**config.mk**
```make
export PLATFORM = sky130hd
export DESIGN_NAME = rd_return_path
export DESIGN_NICKNAME = d
export VERILOG_FILES = /design/src/rtl/rd_return_path.sv
export SDC_FILE = /design/constraint.sdc
export NUM_CORES = 1
export LEC_CHECK = 0
export CORE_MARGIN = 10
export CORE_UTILIZATION = 38
export CTS_CLUSTER_SIZE = 25
export DETAILED_ROUTE_END_ITERATION = 7
export GPL_TIMING_DRIVEN = 0
export PLACE_DENSITY = 0.66
export RECOVER_POWER = 50
export SYNTH_ARGS = -nofsm -noshare
export SYNTH_HDL_FRONTEND = slang
export SYNTH_SLANG_ARGS = --single-unit
export TNS_END_PERCENT = 100
```
**constraint.sdc**
```tcl
create_clock -name clk -period 6.8 [get_ports clk]
set_input_delay 1.36 -clock clk [delete_from_list [all_inputs] [get_ports clk]]
set_output_delay 1.36 -clock clk [all_outputs]
set_load 0.05 [all_outputs]
```
**src/rtl/rd_return_path.sv**
```systemverilog
// -----------------------------------------------------------------------------
// rd_return_path
//
// Read-return side of the DDR SDRAM controller. The block records the
// bank/row/col of every READ issued to the DRAM, in issue order, in a tag
// FIFO. It collects DQ beats from the PHY read path and packs each pair of
// beats into a 32-bit word in a data FIFO. Each word is returned to the
// requester together with the original byte address, which is rebuilt from
// the matching tag.
//
// Ports
//   clk            controller clock; all logic is rising-edge
//   rst_n          asynchronous active-low reset
//   rd_issue_valid scheduler issues a READ this cycle
//   rd_issue_ready there is room for another outstanding read
//   rd_issue_bank  bank of the issued READ
//   rd_issue_row   row of the issued READ
//   rd_issue_col   column of the issued READ
//   phy_rd_valid   one read-data beat is valid (cannot be stalled)
//   phy_rd_data    read-data beat
//   rsp_valid      a read response is available
//   rsp_ready      requester accepts the response
//   rsp_rdata      read data, {beat1, beat0}
//   rsp_addr       reconstructed request address
//   outstanding    reads issued but not yet returned (tag FIFO count)
//   err_orphan     1-cycle pulse: a beat arrived with no read awaiting data
// -----------------------------------------------------------------------------
module rd_return_path #(
    parameter int DEPTH    = 8,
    parameter int DQ_WIDTH = 16
) (
    input  logic                     clk,
    input  logic                     rst_n,
    input  logic                     rd_issue_valid,
    output logic                     rd_issue_ready,
    input  logic [2:0]               rd_issue_bank,
    input  logic [13:0]              rd_issue_row,
    input  logic [9:0]               rd_issue_col,
    input  logic                     phy_rd_valid,
    input  logic [DQ_WIDTH-1:0]      phy_rd_data,
    output logic                     rsp_valid,
    input  logic                     rsp_ready,
    output logic [31:0]              rsp_rdata,
    output logic [31:0]              rsp_addr,
    output logic [$clog2(DEPTH):0]   outstanding,
    output logic                     err_orphan
);

    localparam int PW    = $clog2(DEPTH);
    localparam int CW    = PW + 1;
    localparam int TAG_W = 27;

    // Tag layout: {bank[2:0], row[13:0], col[9:0]}
    function automatic logic [31:0] make_addr(input logic [TAG_W-1:0] tag);
        return {3'b000, tag[23:10], tag[26:24], tag[9:0], 2'b00};
    endfunction

    logic [TAG_W-1:0] tag_mem [DEPTH];
    logic [PW-1:0]    tag_wr_ptr;
    logic [PW-1:0]    tag_rd_ptr;
    logic [CW-1:0]    tag_count;

    logic [31:0]      data_mem [DEPTH];
    logic [PW-1:0]    data_wr_ptr;
    logic [PW-1:0]    data_rd_ptr;
    logic [CW-1:0]    data_count;

    logic                phase;
    logic [DQ_WIDTH-1:0] low_half;

    logic             issue_fire;
    logic             rsp_pop;
    logic [CW-1:0]    pending;
    logic             beat_lo;
    logic             word_done;
    logic             orphan;
    logic [31:0]      new_word;
    logic [PW-1:0]    tag_rd_ptr_nxt;
    logic [PW-1:0]    data_rd_ptr_nxt;
    logic [CW-1:0]    data_left;
    logic [CW-1:0]    data_count_nxt;
    logic [31:0]      head_rdata_nxt;
    logic [TAG_W-1:0] head_tag_nxt;

    always_comb begin
        rd_issue_ready  = (tag_count < CW'(DEPTH));
        issue_fire      = rd_issue_valid & rd_issue_ready;
        rsp_valid       = (data_count != '0);
        rsp_pop         = rsp_valid & rsp_ready;

        // Reads that have a tag but whose data word has not started yet
        // (a half-assembled word is not counted; it only exists in phase 1).
        pending         = tag_count - data_count;
        beat_lo         = phy_rd_valid & ~phase & (pending != '0);
        orphan          = phy_rd_valid & ~phase & (pending == '0);
        word_done       = phy_rd_valid & phase;
        new_word        = {phy_rd_data, low_half};

        tag_rd_ptr_nxt  = tag_rd_ptr + PW'(rsp_pop);
        data_rd_ptr_nxt = data_rd_ptr + PW'(rsp_pop);
        data_left       = data_count - CW'(rsp_pop);
        data_count_nxt  = data_left + CW'(word_done);

        // Next head of the data FIFO: when the FIFO is (or becomes) empty the
        // word being completed this cycle is the next head, so bypass it.
        // The matching tag always already sits in the tag FIFO, because a
        // word can only start while its tag is pending and tags are popped
        // only together with completed words.
        head_rdata_nxt  = (data_left == '0) ? new_word : data_mem[data_rd_ptr_nxt];
        head_tag_nxt    = tag_mem[tag_rd_ptr_nxt];

        outstanding     = tag_count;
    end

    // Control state and registered response outputs
    always_ff @(posedge clk or negedge rst_n) begin
        if (!rst_n) begin
            tag_wr_ptr  <= '0;
            tag_rd_ptr  <= '0;
            tag_count   <= '0;
            data_wr_ptr <= '0;
            data_rd_ptr <= '0;
            data_count  <= '0;
            phase       <= 1'b0;
            err_orphan  <= 1'b0;
            rsp_rdata   <= '0;
            rsp_addr    <= '0;
        end else begin
            if (issue_fire) begin
                tag_wr_ptr <= tag_wr_ptr + 1'b1;
            end
            tag_rd_ptr <= tag_rd_ptr_nxt;
            tag_count  <= tag_count + CW'(issue_fire) - CW'(rsp_pop);

            if (beat_lo) begin
                phase <= 1'b1;
            end else if (word_done) begin
                phase <= 1'b0;
            end

            if (word_done) begin
                data_wr_ptr <= data_wr_ptr + 1'b1;
            end
            data_rd_ptr <= data_rd_ptr_nxt;
            data_count  <= data_count_nxt;

            err_orphan  <= orphan;

            // Outputs follow the FIFO heads; they only change on a pop or when
            // an empty FIFO receives a word, so they hold while stalled.
            if (data_count_nxt != '0) begin
                rsp_rdata <= head_rdata_nxt;
                rsp_addr  <= make_addr(head_tag_nxt);
            end
        end
    end

    // Storage: FIFO arrays and the low-half beat latch carry no reset
    always_ff @(posedge clk) begin
        if (issue_fire) begin
            tag_mem[tag_wr_ptr] <= {rd_issue_bank, rd_issue_row, rd_issue_col};
        end
        if (word_done) begin
            data_mem[data_wr_ptr] <= new_word;
        end
        if (beat_lo) begin
            low_half <= phy_rd_data;
        end
    end

endmodule
```
==> impl_metrics.sql <==
INSERT INTO impl_metrics (metric_group, metric, value, unit) VALUES
('outcome', 'outcome', 'finished, violations left', ''),
('outcome', 'violations_in_the_final_reports', 'max-capacitance violations, max-slew violations', ''),
('placement', 'place.port_buffers', '113', ''),
('grt', 'number_of_antenna_violations_at_the_first_check_in_global_routing', '9', ''),
('finish', 'layout.cells.most_common', 'edfxtp_1', ''),
('setup_path', 'worstSetupEndpointType', 'flip-flop', ''),
('drt', 'antenna_left', '0', ''),
('clock_network', 'tritoncts', 'done', ''),
('pwr', 'p_comb_share', '41.0', '%'),
('timing', 'worst_pin_slew', '2.58', 'ns'),
('timing', 'rsz0062_at_grt', 'no', ''),
('hold_path', 'worstHoldPathType', 'flip-flop to flip-flop', ''),
('setup_path', 'critical-path-max-stage-delay', '0.96', 'ns'),
('synth', 'asyncSetResetFlopFracSynth', '14.2', '%'),
('synth', 'edff_count_synth', '488', ''),
('floorplan', 'die_width', '261', 'um'),
('floorplan', 'die_y', '261', 'um'),
('pwr', 'power_leakage', '0.00905', 'uW'),
('clock_network', 'total_clock_buffers_created_by_cts', '56', ''),
('clock_network', 'hold_buffers', '0', ''),
('drt', 'viasPerCell', '5.03', ''),
('clock_network', 'worst_skew_pair.late_latency', '0.62', 'ns'),
('grt', 'grt_start_max_net_pins', '47', ''),
('floorplan', 'top_level_ports', '119', ''),
('timing', 'worst_hold_slack', '0.500', 'ns'),
('pwr', 'worst_ir_drop_vdd', '0.311', 'mV'),
('grt', 'gr-usage-all-layers', '13.8', '%'),
('setup_path', 'worst-path-max-fanout', '10', ''),
('drt', 'routed_wl', '47100', 'um'),
('placement', 'globalplace.congestion', '0.693', ''),
('synth', 'sequential_element_share_of_the_synthesized_area', '75.4', '%'),
('grt', 'via_count_of_the_first_global_routing_pass', '11176', ''),
('setup_path', 'timing.critical_path.arrival', '5.23', 'ns'),
('synth', 'synth_seq_cells', '569', ''),
('timing', 'slew_headroom', '-72.1', '%'),
('synth', 'synth_ff_type', 'edfxtp_1', ''),
('placement', 'dp_hpwl', '30400', 'um'),
('timing', 'setup_viol_count_final', '0', ''),
('flow_run', 'cap_violations', '1', ''),
('synth', 'synth.largest_area_cell', 'edfxtp_1', ''),
('setup_path', 'cp_top_family', 'buffers and inverters', ''),
('setup_path', 'cp.required', '7.28', 'ns'),
('grt', 'grt_overflow', '0', ''),
('timing', 'final.setup_skew', '0.0281', 'ns'),
('clock_network', 'postCtsSetupRepairBufs', '0', ''),
('timing', 'achievable-frequency', '0.210', 'GHz'),
('finish', 'synthesis_to_layout_area_growth', '20.4', '%'),
('floorplan', 'row_cnt', '88', ''),
('finish', 'fillCellCount', '4837', ''),
('pwr', 'power.switching', '4460', 'uW'),
('setup_path', 'worstSetupPathType', 'input pin to flip-flop', ''),
('synth', 'syn_inst', '1062', ''),
('setup_path', 'critPathSlowestCell', 'xor2_1', ''),
('timing', 'report.final.slew_viol_count', '36', ''),
('synth', 'postSynthAreaPerCell', '20.8', 'um2'),
('floorplan', 'core_area', '57700', 'um2'),
('floorplan', 'initial_utilization', '38.3', '%'),
('drt', 'first_iter_violations', '888', ''),
('grt', 'wire_length_of_the_first_global_routing_pass', '70500', 'um'),
('pwr', 'power.internal', '8750', 'uW'),
('drt', 'detailroute.via_count', '10456', ''),
('drt', 'drc', '0', ''),
('drt', 'wire_per_inst', '22.7', 'um'),
('finish', 'post_route_cells_drive_above_1_share', '29.1', '%'),
('pwr', 'clock_power_share', '23.4', '%'),
('finish', 'most-common-layout-cells', 'edfxtp_1 (488), mux4_2 (118), nand2_1 (108), mux2_2 (106), dfrtp_1 (81)', ''),
('setup_path', 'critical_path.startpoint_type', 'input pin', ''),
('timing', 'fin_crit', '4.75', 'ns'),
('pwr', 'power_density', '496', 'nW/um2'),
('synth', 'yosys_warnings', '0', ''),
('clock_network', 'cts_max_path_buffers', '3', '');
[sequential cells by signal (all words and copies together), names as in the netlist, 4 cells and up]
register,flops
tag_mem,216
rsp_addr,27
rsp_rdata,32
outstanding,4
low_half,16
data_mem,256
data_count,4
[cells in the mapped netlist, types with 2 or more instances]
cell      count
a211oi_1      2
a21oi_1       3
and2_1        2
buf_1         3
buf_2        10
buf_4        12
buf_6         5
clkbuf_1     18
dfrtp_1      81
edfxtp_1    488
ha_1         17
inv_1        13
mux2_1        5
mux2_2      106
mux2_4        9
mux4_2      118
nand2_1     108
nand2b_1      8
nor2_1       16
nor2b_1       2
nor3_1        7
o21ai_0       2
xnor2_1       8
xor2_1        5
[worst paths after layout]
path                               start            end  slack (ns)  depth (start not counted)
setup / recovery               rsp_ready   rsp_addr[15]        2.05                          8
hold / removal             tag_rd_ptr[0]  tag_rd_ptr[0]        0.50                          1
setup reg to reg           data_count[1]   rsp_rdata[2]        2.29                         11
hold reg to reg            tag_rd_ptr[0]  tag_rd_ptr[0]        0.50                          1
max in group asynchronous          rst_n    rsp_addr[5]        3.74                          1
min in group asynchronous          rst_n  rsp_rdata[15]        1.53                          1
[power by group through the flow]
stage          Clock, uW  Sequential (uW)  Combinational (uW)
2_1_floorplan          0             5390                3220
3_3_place_gp           0             4770                5350
3_5_place_dp           0             4780                5540
4_1_cts             3150             4710                5560
5_1_grt             3300             4760                5840
6_report            3090             4700                5410
[metrics by stage]
stage          area, um2  TNS, ns  setup WS (ns)  util (%)  std cells
3_5_place_dp       24800        0           1.60      43.0       1970
2_1_floorplan      22100        0           2.37         -       1066
5_1_grt            26600        0           1.84      46.1       2076
3_3_place_gp       24200   -10.26         -0.187      42.0       1944
4_1_cts            26600        0           2.21      46.2       2076
6_report           26600        0           2.05      46.1       2078
[logic make-up (layout without fill, tap and decap cells)]
family / Yosys count / count (layout) / synth area share, %
buffers and inverters: 63 / 308 / 1.56
AND/OR/NAND/NOR: 148 / 148 / 2.77
AO/OA/AOI/OAI: 12 / 12 / 0.368
XOR/XNOR: 13 / 13 / 0.515
multiplexers: 238 / 238 / 18.3
flip-flops: 569 / 569 / 75.4
adder cells (fa/ha/maj): 18 / 18 / 1.05
other: 1 / 7 / 0.0170
[routing by layer]
layer  global-route usage [%]  part of all wire (%)  vias up
met4                     3.50                   1.9       12
met2                     22.9                    49      269
met3                     3.60                   6.8       75
met5                        0                  0.13        -
li1                         -                     -     4623
met1                     17.9                    42     5477
[final cells by class]
| type | count | area, um2 | share of cell area (%) |
|---|---|---|---|
| Clock inverter | 30 | 318 | 1.19 |
| Timing Repair Buffer | 139 | 1600 | 5.99 |
| Antenna cell | 2 | 5.00 | 0.0188 |
| Buffer | 50 | 295 | 1.11 |
| Tap cell | 765 | 957 | 3.60 |
| Sequential cell | 569 | 16700 | 62.7 |
| Multi-Input combinational cell | 434 | 5200 | 19.6 |
| Inverter | 13 | 48.8 | 0.183 |
| Clock buffer | 76 | 1510 | 5.67 |
Note: power is estimated with default switching activity, not from simulation.
